File: config.mk
export PLATFORM = sky130hd
export DESIGN_NAME = sram_stream_reader_flat
export DESIGN_NICKNAME = d
export VERILOG_FILES = /design/src/rtl/sram_stream_reader_pkg.sv /design/src/rtl/sram_stream_reader_if.sv /design/src/rtl/sram_stream_reader_queue.sv /design/src/rtl/sram_stream_reader.sv /design/src/flat_wrapper.sv
export SDC_FILE = /design/constraint.sdc
export NUM_CORES = 1
export LEC_CHECK = 0
export ABC_AREA = 1
export ABC_CLOCK_PERIOD_IN_PS = 6200
export CAP_MARGIN = 25
export CORE_MARGIN = 1
export CORE_UTILIZATION = 50
export CTS_BUF_LIST = sky130_fd_sc_hd__clkbuf_4
export CTS_CLUSTER_SIZE = 10
export DETAILED_ROUTE_END_ITERATION = 7
export DONT_BUFFER_PORTS = 1
export PLACE_DENSITY = 0.77
export SLEW_MARGIN = 20
export SYNTH_ARGS = -nofsm -noshare
export SYNTH_HDL_FRONTEND = slang
export SYNTH_SLANG_ARGS = --single-unit
File: constraint.sdc
create_clock -name clock -period 6.2 [get_ports clock]
set_input_delay 1.24 -clock clock [delete_from_list [all_inputs] [get_ports clock]]
set_output_delay 1.24 -clock clock [all_outputs]
set_load 0.005 [all_outputs]
File: src/rtl/sram_stream_reader_pkg.sv
// Shared definitions for the SRAM port-B stream reader: state encoding and default widths.
package sram_stream_pkg;

    localparam int unsigned DEF_ADDR_WIDTH  = 9;
    localparam int unsigned DEF_DATA_WIDTH  = 32;
    localparam int unsigned DEF_QUEUE_DEPTH = 3;

    typedef enum logic [1:0] {
        IDLE  = 2'd0,
        READ  = 2'd1,
        DRAIN = 2'd2,
        DONE  = 2'd3
    } state_e;

endpackage

File: src/rtl/sram_stream_reader_if.sv
// Valid/ready word stream between the reader and its consumer.
// SRAM_STREAM_LAST_EN adds streamLast, marking the final word of a transfer.
interface sram_stream_reader_if #(
    parameter int unsigned DATA_WIDTH = 32
);
    logic                  streamValid;
    logic [DATA_WIDTH-1:0] streamData;
    logic                  streamReady;
`ifdef SRAM_STREAM_LAST_EN
    logic                  streamLast;

    modport master (output streamValid, output streamData, output streamLast, input streamReady);
    modport slave  (input streamValid, input streamData, input streamLast, output streamReady);
`else
    modport master (output streamValid, output streamData, input streamReady);
    modport slave  (input streamValid, input streamData, output streamReady);
`endif
endinterface

File: src/rtl/sram_stream_reader_queue.sv
// Small synchronous FIFO holding words returned by the SRAM until the consumer takes them.
// Push and pop in the same cycle are allowed even when full; reset flushes all entries.
module stream_queue #(
    parameter int unsigned DATA_WIDTH = 32,
    parameter int unsigned DEPTH      = 3
) (
    input  logic                           clock,
    input  logic                           reset,
    input  logic                           push_i,
    input  logic [DATA_WIDTH-1:0]          push_data_i,
    input  logic                           pop_i,
    output logic [DATA_WIDTH-1:0]          head_o,
    output logic                           valid_o,
    output logic [$clog2(DEPTH+1)-1:0]     occupancy_o
);
    localparam int unsigned OCC_W = $clog2(DEPTH + 1);
    localparam int unsigned PTR_W = (DEPTH > 1) ? $clog2(DEPTH) : 1;

    logic [DATA_WIDTH-1:0] mem_q [DEPTH];
    logic [PTR_W-1:0]      wr_ptr_q;
    logic [PTR_W-1:0]      rd_ptr_q;
    logic [OCC_W-1:0]      count_q;

    function automatic logic [PTR_W-1:0] ptr_inc(input logic [PTR_W-1:0] p);
        return (p == PTR_W'(DEPTH - 1)) ? '0 : p + PTR_W'(1);
    endfunction

    // Entry storage needs no reset: the head is masked to zero while empty.
    always_ff @(posedge clock) begin
        if (push_i) begin
            mem_q[wr_ptr_q] <= push_data_i;
        end
    end

    always_ff @(posedge clock) begin
        if (reset) begin
            wr_ptr_q <= '0;
            rd_ptr_q <= '0;
            count_q  <= '0;
        end else begin
            if (push_i) begin
                wr_ptr_q <= ptr_inc(wr_ptr_q);
            end
            if (pop_i) begin
                rd_ptr_q <= ptr_inc(rd_ptr_q);
            end
            case ({push_i, pop_i})
                2'b10:   count_q <= count_q + OCC_W'(1);
                2'b01:   count_q <= count_q - OCC_W'(1);
                default: count_q <= count_q;
            endcase
        end
    end

    assign valid_o     = (count_q != '0);
    assign head_o      = valid_o ? mem_q[rd_ptr_q] : '0;
    assign occupancy_o = count_q;

endmodule

File: src/rtl/sram_stream_reader.sv
// Walks SRAM port B from a start address for a word count and streams the words out.
// Optional SRAM_STREAM_LAST_EN drives stream.streamLast on the final word of a transfer.
module sram_stream_reader
    import sram_stream_pkg::*;
#(
    parameter int unsigned ADDR_WIDTH  = DEF_ADDR_WIDTH,
    parameter int unsigned DATA_WIDTH  = DEF_DATA_WIDTH,
    parameter int unsigned QUEUE_DEPTH = DEF_QUEUE_DEPTH
) (
    input  logic                  clock,
    input  logic                  reset,
    input  logic                  start,
    input  logic [ADDR_WIDTH-1:0] startAddress,
    input  logic [ADDR_WIDTH:0]   wordCount,
    output logic                  busy,
    output logic                  done,
    output logic [ADDR_WIDTH-1:0] sramAddress,
    input  logic [DATA_WIDTH-1:0] sramData,
    sram_stream_reader_if.master  stream
);
    localparam int unsigned OCC_W = $clog2(QUEUE_DEPTH + 1);
    localparam int unsigned SUM_W = OCC_W + 1;
    localparam int unsigned CNT_W = ADDR_WIDTH + 1;

    state_e                state_q, state_d;
    logic [ADDR_WIDTH-1:0] addr_q, addr_d;
    logic [CNT_W-1:0]      issue_left_q, issue_left_d;
    logic [CNT_W-1:0]      accept_left_q, accept_left_d;
    logic                  in_flight_q, in_flight_d;
    logic                  busy_q, busy_d;
    logic                  done_q, done_d;

    logic [OCC_W-1:0]      occupancy;
    logic                  q_valid;
    logic [DATA_WIDTH-1:0] q_head;
    logic                  issue_c;
    logic                  pop_c;

    // A read may only issue when the queue can absorb it plus any word still in flight.
    assign issue_c = (state_q == READ) && (issue_left_q != '0) &&
                     ((SUM_W'(occupancy) + SUM_W'(in_flight_q)) < SUM_W'(QUEUE_DEPTH));
    assign pop_c   = q_valid & stream.streamReady;

    stream_queue #(
        .DATA_WIDTH (DATA_WIDTH),
        .DEPTH      (QUEUE_DEPTH)
    ) u_queue (
        .clock       (clock),
        .reset       (reset),
        .push_i      (in_flight_q),
        .push_data_i (sramData),
        .pop_i       (pop_c),
        .head_o      (q_head),
        .valid_o     (q_valid),
        .occupancy_o (occupancy)
    );

    always_ff @(posedge clock) begin
        if (reset) begin
            state_q       <= IDLE;
            addr_q        <= '0;
            issue_left_q  <= '0;
            accept_left_q <= '0;
            in_flight_q   <= 1'b0;
            busy_q        <= 1'b0;
            done_q        <= 1'b0;
        end else begin
            state_q       <= state_d;
            addr_q        <= addr_d;
            issue_left_q  <= issue_left_d;
            accept_left_q <= accept_left_d;
            in_flight_q   <= in_flight_d;
            busy_q        <= busy_d;
            done_q        <= done_d;
        end
    end

    always_comb begin
        state_d       = state_q;
        addr_d        = addr_q;
        issue_left_d  = issue_left_q;
        accept_left_d = accept_left_q;
        in_flight_d   = issue_c;

        if (pop_c) begin
            accept_left_d = accept_left_q - CNT_W'(1);
        end
        if (issue_c) begin
            addr_d       = addr_q + ADDR_WIDTH'(1);
            issue_left_d = issue_left_q - CNT_W'(1);
        end

        unique case (state_q)
            IDLE: begin
                if (start) begin
                    if (wordCount != '0) begin
                        addr_d        = startAddress;
                        issue_left_d  = wordCount;
                        accept_left_d = wordCount;
                        state_d       = READ;
                    end else begin
                        state_d = DONE;
                    end
                end
            end
            READ: begin
                if (issue_c && (issue_left_q == CNT_W'(1))) begin
                    state_d = DRAIN;
                end
            end
            DRAIN: begin
                if (pop_c && (accept_left_q == CNT_W'(1))) begin
                    state_d = DONE;
                end
            end
            DONE:    state_d = IDLE;
            default: state_d = IDLE;
        endcase

        busy_d = (state_d != IDLE);
        done_d = (state_d == DONE);
    end

    assign sramAddress       = addr_q;
    assign busy              = busy_q;
    assign done              = done_q;
    assign stream.streamValid = q_valid;
    assign stream.streamData  = q_head;
`ifdef SRAM_STREAM_LAST_EN
    // Only the final word can be at the head while one acceptance remains.
    assign stream.streamLast  = q_valid && (accept_left_q == CNT_W'(1));
`endif

endmodule
File: src/flat_wrapper.sv
// flat-port wrapper written by rule: the top's interface ports become plain ports
module sram_stream_reader_flat import sram_stream_pkg::*;
#(
    parameter int unsigned ADDR_WIDTH  = DEF_ADDR_WIDTH,
    parameter int unsigned DATA_WIDTH  = DEF_DATA_WIDTH,
    parameter int unsigned QUEUE_DEPTH = DEF_QUEUE_DEPTH
)
  (clock, reset, start, startAddress, wordCount, busy, done, sramAddress, sramData, stream_streamValid, stream_streamData, stream_streamReady);
  sram_stream_reader_if #(.DATA_WIDTH(DATA_WIDTH)) stream_i ();
  input  logic clock;
  input  logic reset;
  input  logic start;
  input  logic [ADDR_WIDTH-1:0] startAddress;
  input  logic [ADDR_WIDTH:0] wordCount;
  output logic busy;
  output logic done;
  output logic [ADDR_WIDTH-1:0] sramAddress;
  input  logic [DATA_WIDTH-1:0] sramData;
  output wire logic [$bits(stream_i.streamValid)-1:0] stream_streamValid;
  output wire logic [$bits(stream_i.streamData)-1:0] stream_streamData;
  input wire logic [$bits(stream_i.streamReady)-1:0] stream_streamReady;
  assign stream_streamValid = stream_i.streamValid;
  assign stream_streamData = stream_i.streamData;
  assign stream_i.streamReady = stream_streamReady;
  sram_stream_reader #(.ADDR_WIDTH(ADDR_WIDTH), .DATA_WIDTH(DATA_WIDTH), .QUEUE_DEPTH(QUEUE_DEPTH)) u_core (.clock(clock), .reset(reset), .start(start), .startAddress(startAddress), .wordCount(wordCount), .busy(busy), .done(done), .sramAddress(sramAddress), .sramData(sramData), .stream(stream_i));
endmodule
==> results.toml <==
[floorplanning]
core_area_um2 = 12200
rows = 40
io_pins = 99
die_w_um = 114
initial_core_util = 0.518
die_area_um2 = 13100
dieHeight_um = 114

[critical_path]
crit_path_start_kind = "flop"
cp_max_fo = 33
worst_r2r_path_depth = 7
crit_required_ns = 4.96
reg2reg_from = "u_core.state_q[0]"
end_kind = "output port"
critPathArrivalTime_ns = 2.05
worstSetupPathType = "reg -> out"
rrSetupSlack_ns = 3.89
r2r_end = "u_core.issue_left_q[4]"

[placement]
dpl.hpwl_um = 8280
place.gp.congestion = 0.849
io_buffers = 0

[detailed_routing]
wl_per_cell_um = 15.4
ant_nets = 0
vias = 4217
drt_iter0_drc = 289
via_per_inst = 5.23
drcViolationCount = 0
dr.pass1.iters = 5
finalWirelength_um = 12400

[clock_tree]
h-tree-depth = 4
ctsResizeCount = 0
numCtsBuffers = 17
cts-root-buf = "clkbuf_4"
clkTransAtPathRegs_ns = 0.11
clock_latency_ns = 0.54
cts_setup_buffers = 0
ctsHoldBuffers = 0
cts_sinks = 138
cts_buffer_depth = 2
cts_tree = "yes"

[sta]
max_freq_ghz = 0.304
holdWs_ns = 0.499
setup-tns-final_ns = 0
min_period_ns = 3.29
worst_pin_slew_ns = 0.967
maxSlewViolCount = 0
finalSetupViolCount = 0
period_share = 0.531
rsz0062_at_grt = "false"
fin_skew_ns = 0.0157
relSlewSlack = 0.354
finalHoldViolations = 0

[global_routing]
met3_usage = 0.0773
gr-total-overflow = 0
met2_usage = 0.329
grt_pass1_wl_um = 19700
track_usage = 0.202
antenna_found_initial = 0
grt_use_met1 = 0.231
grt_max_degree = 65
top_usage_layer = "met2"
grt_pass1_vias = 4097

[synthesis]
synth_compound_area_frac = 0.105
syn_area_um2 = 6300
synth_warnings = 0
syn-num-nets = 688
synth_fa_ha_area_frac = 0.0179
yosysUniqueCellTypes = 36
synth_xor_area_frac = 0.0125
synth_top_family_by_area = "simple AND/OR/NAND/NOR gates"
syn_area_per_cell_um2 = 10.1
ys_seq_area_frac = 0.591
muxShareOfSynthArea = 0.0572
syn_inst = 624
yosys.area_share.simple = 0.121
synth_seq_cells = 138

[power_and_ir_drop]
ir_drop_uv = 163
switching_share = 0.295
p_clk_frac = 0.291
p_int_mw = 1.39
p_leak_nw = 2.92
power_frac_comb = 0.168
p_seq_frac = 0.542
p_sw_uw = 580
powerDensity_nw_per_um2 = 292

[final_layout]
final_nets = 689
fin_util = 0.555
area.growth.synth_to_final_pct = 7.11
fillers = 1049
drive_gt1_frac = 0.135
final_cell_mix = "inv_1 (120), edfxtp_1 (96), nand2_1 (55), a21oi_1 (46), nor2_1 (44)"
layout_commonest_cell = "inv_1"
num_antenna_cells = 0

[hold_path]
hold_end = "u_core.u_queue.wr_ptr_q[1]"
hp-start = "u_core.u_queue.wr_ptr_q[1]"
min_path_cells = 2
hp-class = "reg -> reg"

[run_status]
status = "finished, final reports clean"

[job]
drv_cap = 0
-- logic make-up (layout without fill, tap and decap cells) --
logic type | Yosys count | after routing
compound gates | 123 | 123
simple gates | 159 | 159
mux | 32 | 32
xor+xnor | 9 | 9
fa+ha+maj | 9 | 9
flops | 138 | 138
buf+inv | 154 | 168
-- synth_stat cells, drive strengths merged --
| library cell | number | area, µm² |
|---|---|---|
| o21bai | 9 | 67.6 |
| dfxtp | 42 | 841 |
| xor2 | 6 | 52.6 |
| edfxtp | 96 | 2880 |
| ha | 9 | 113 |
| xnor2 | 3 | 26.3 |
| nor2 | 51 | 246 |
| a21oi | 46 | 230 |
| o211a | 1 | 10.0 |
| mux2 | 32 | 360 |
| o21ai | 59 | 295 |
| nand3 | 28 | 150 |
| nand2 | 57 | 224 |
| nor3 | 7 | 40.0 |
| buf | 10 | 61.3 |
| a31oi | 4 | 25.0 |
| or2 | 4 | 25.0 |
| o211ai | 2 | 20.0 |
| clkbuf | 13 | 48.8 |
| nand4 | 11 | 68.8 |
| inv | 131 | 492 |
| a211oi | 2 | 15.0 |
| nand3b | 1 | 7.51 |
-- worst max-delay path, stage by stage, from the launching register on --
cell and delay, ns:
dfxtp_1 0.40, nor2_4 0.78, a21oi_1 0.09, o21ai_0 0.15, inv_1 0.08
-- layout make-up --
type                            count  area (µm²)  share of cell area
Clock buffer                       18         135              0.0200
Clock inverter                     14         146              0.0217
Inverter                          131         492              0.0728
Multi-Input combinational cell    332        1990               0.295
Sequential cell                   138        3720               0.552
Tap cell                          168         210              0.0311
Timing Repair Buffer                5        50.0             0.00741
-- worst max-delay path by stage --
stage / startpoint / end / slack, ns / cells past startpoint
2_1_floorplan: u_core.in_flight_q / u_core.u_queue.mem_q[0][0] / 3.07 / 2
3_3_place_gp: wordCount[9] / u_core.issue_left_q[3] / 3.25 / 8
3_5_place_dp: wordCount[9] / u_core.issue_left_q[4] / 3.14 / 8
4_1_cts: u_core.u_queue.occupancy_o[0] / stream_streamData[1] / 2.80 / 4
5_1_grt: u_core.u_queue.occupancy_o[0] / stream_streamData[1] / 2.67 / 4
6_report: u_core.u_queue.occupancy_o[0] / stream_streamData[1] / 2.91 / 4
-- power by group through the flow --
stage | combinational (mW) | sequential (mW) | clock, mW
6_report | 0.330 | 1.07 | 0.572
3_5_place_dp | 0.316 | 1.10 | 0
3_3_place_gp | 0.304 | 1.09 | 0
2_1_floorplan | 0.268 | 1.07 | 0
4_1_cts | 0.317 | 1.08 | 0.588
5_1_grt | 0.373 | 1.07 | 0.626
-- per-layer routing --
| metal | up-vias | routed length, µm |
|---|---|---|
| met5 | - | 0 |
| met4 | 0 | 303 |
| met3 | 28 | 991 |
| met2 | 145 | 5860 |
| met1 | 1963 | 5260 |
| li1 | 2081 | - |
-- sequential cells by signal, summed over array words and instances (netlist names), named ones only --
signal	count
u_core.u_queue.mem_q	96
u_core.in_flight_q	1
u_core.u_queue.rd_ptr_q	2
u_core.done	1
u_core.u_queue.occupancy_o	2
u_core.state_q	2
u_core.issue_left_q	10
u_core.sramAddress	9
u_core.u_queue.wr_ptr_q	2
u_core.busy	1
u_core.accept_left_q	10
-- metrics by stage --
stage          instance area [µm²]  setup slack (ns)  std cells  power, mW
2_1_floorplan                 6300              3.07        624       1.34
3_3_place_gp                  6450              3.25        773       1.40
3_5_place_dp                  6450              3.14        773       1.41
4_1_cts                       6730              2.80        805       1.98
5_1_grt                       6750              2.67        806       2.07
6_report                      6750              2.91        806       1.97
Note: power is estimated with default switching activity, not from simulation.
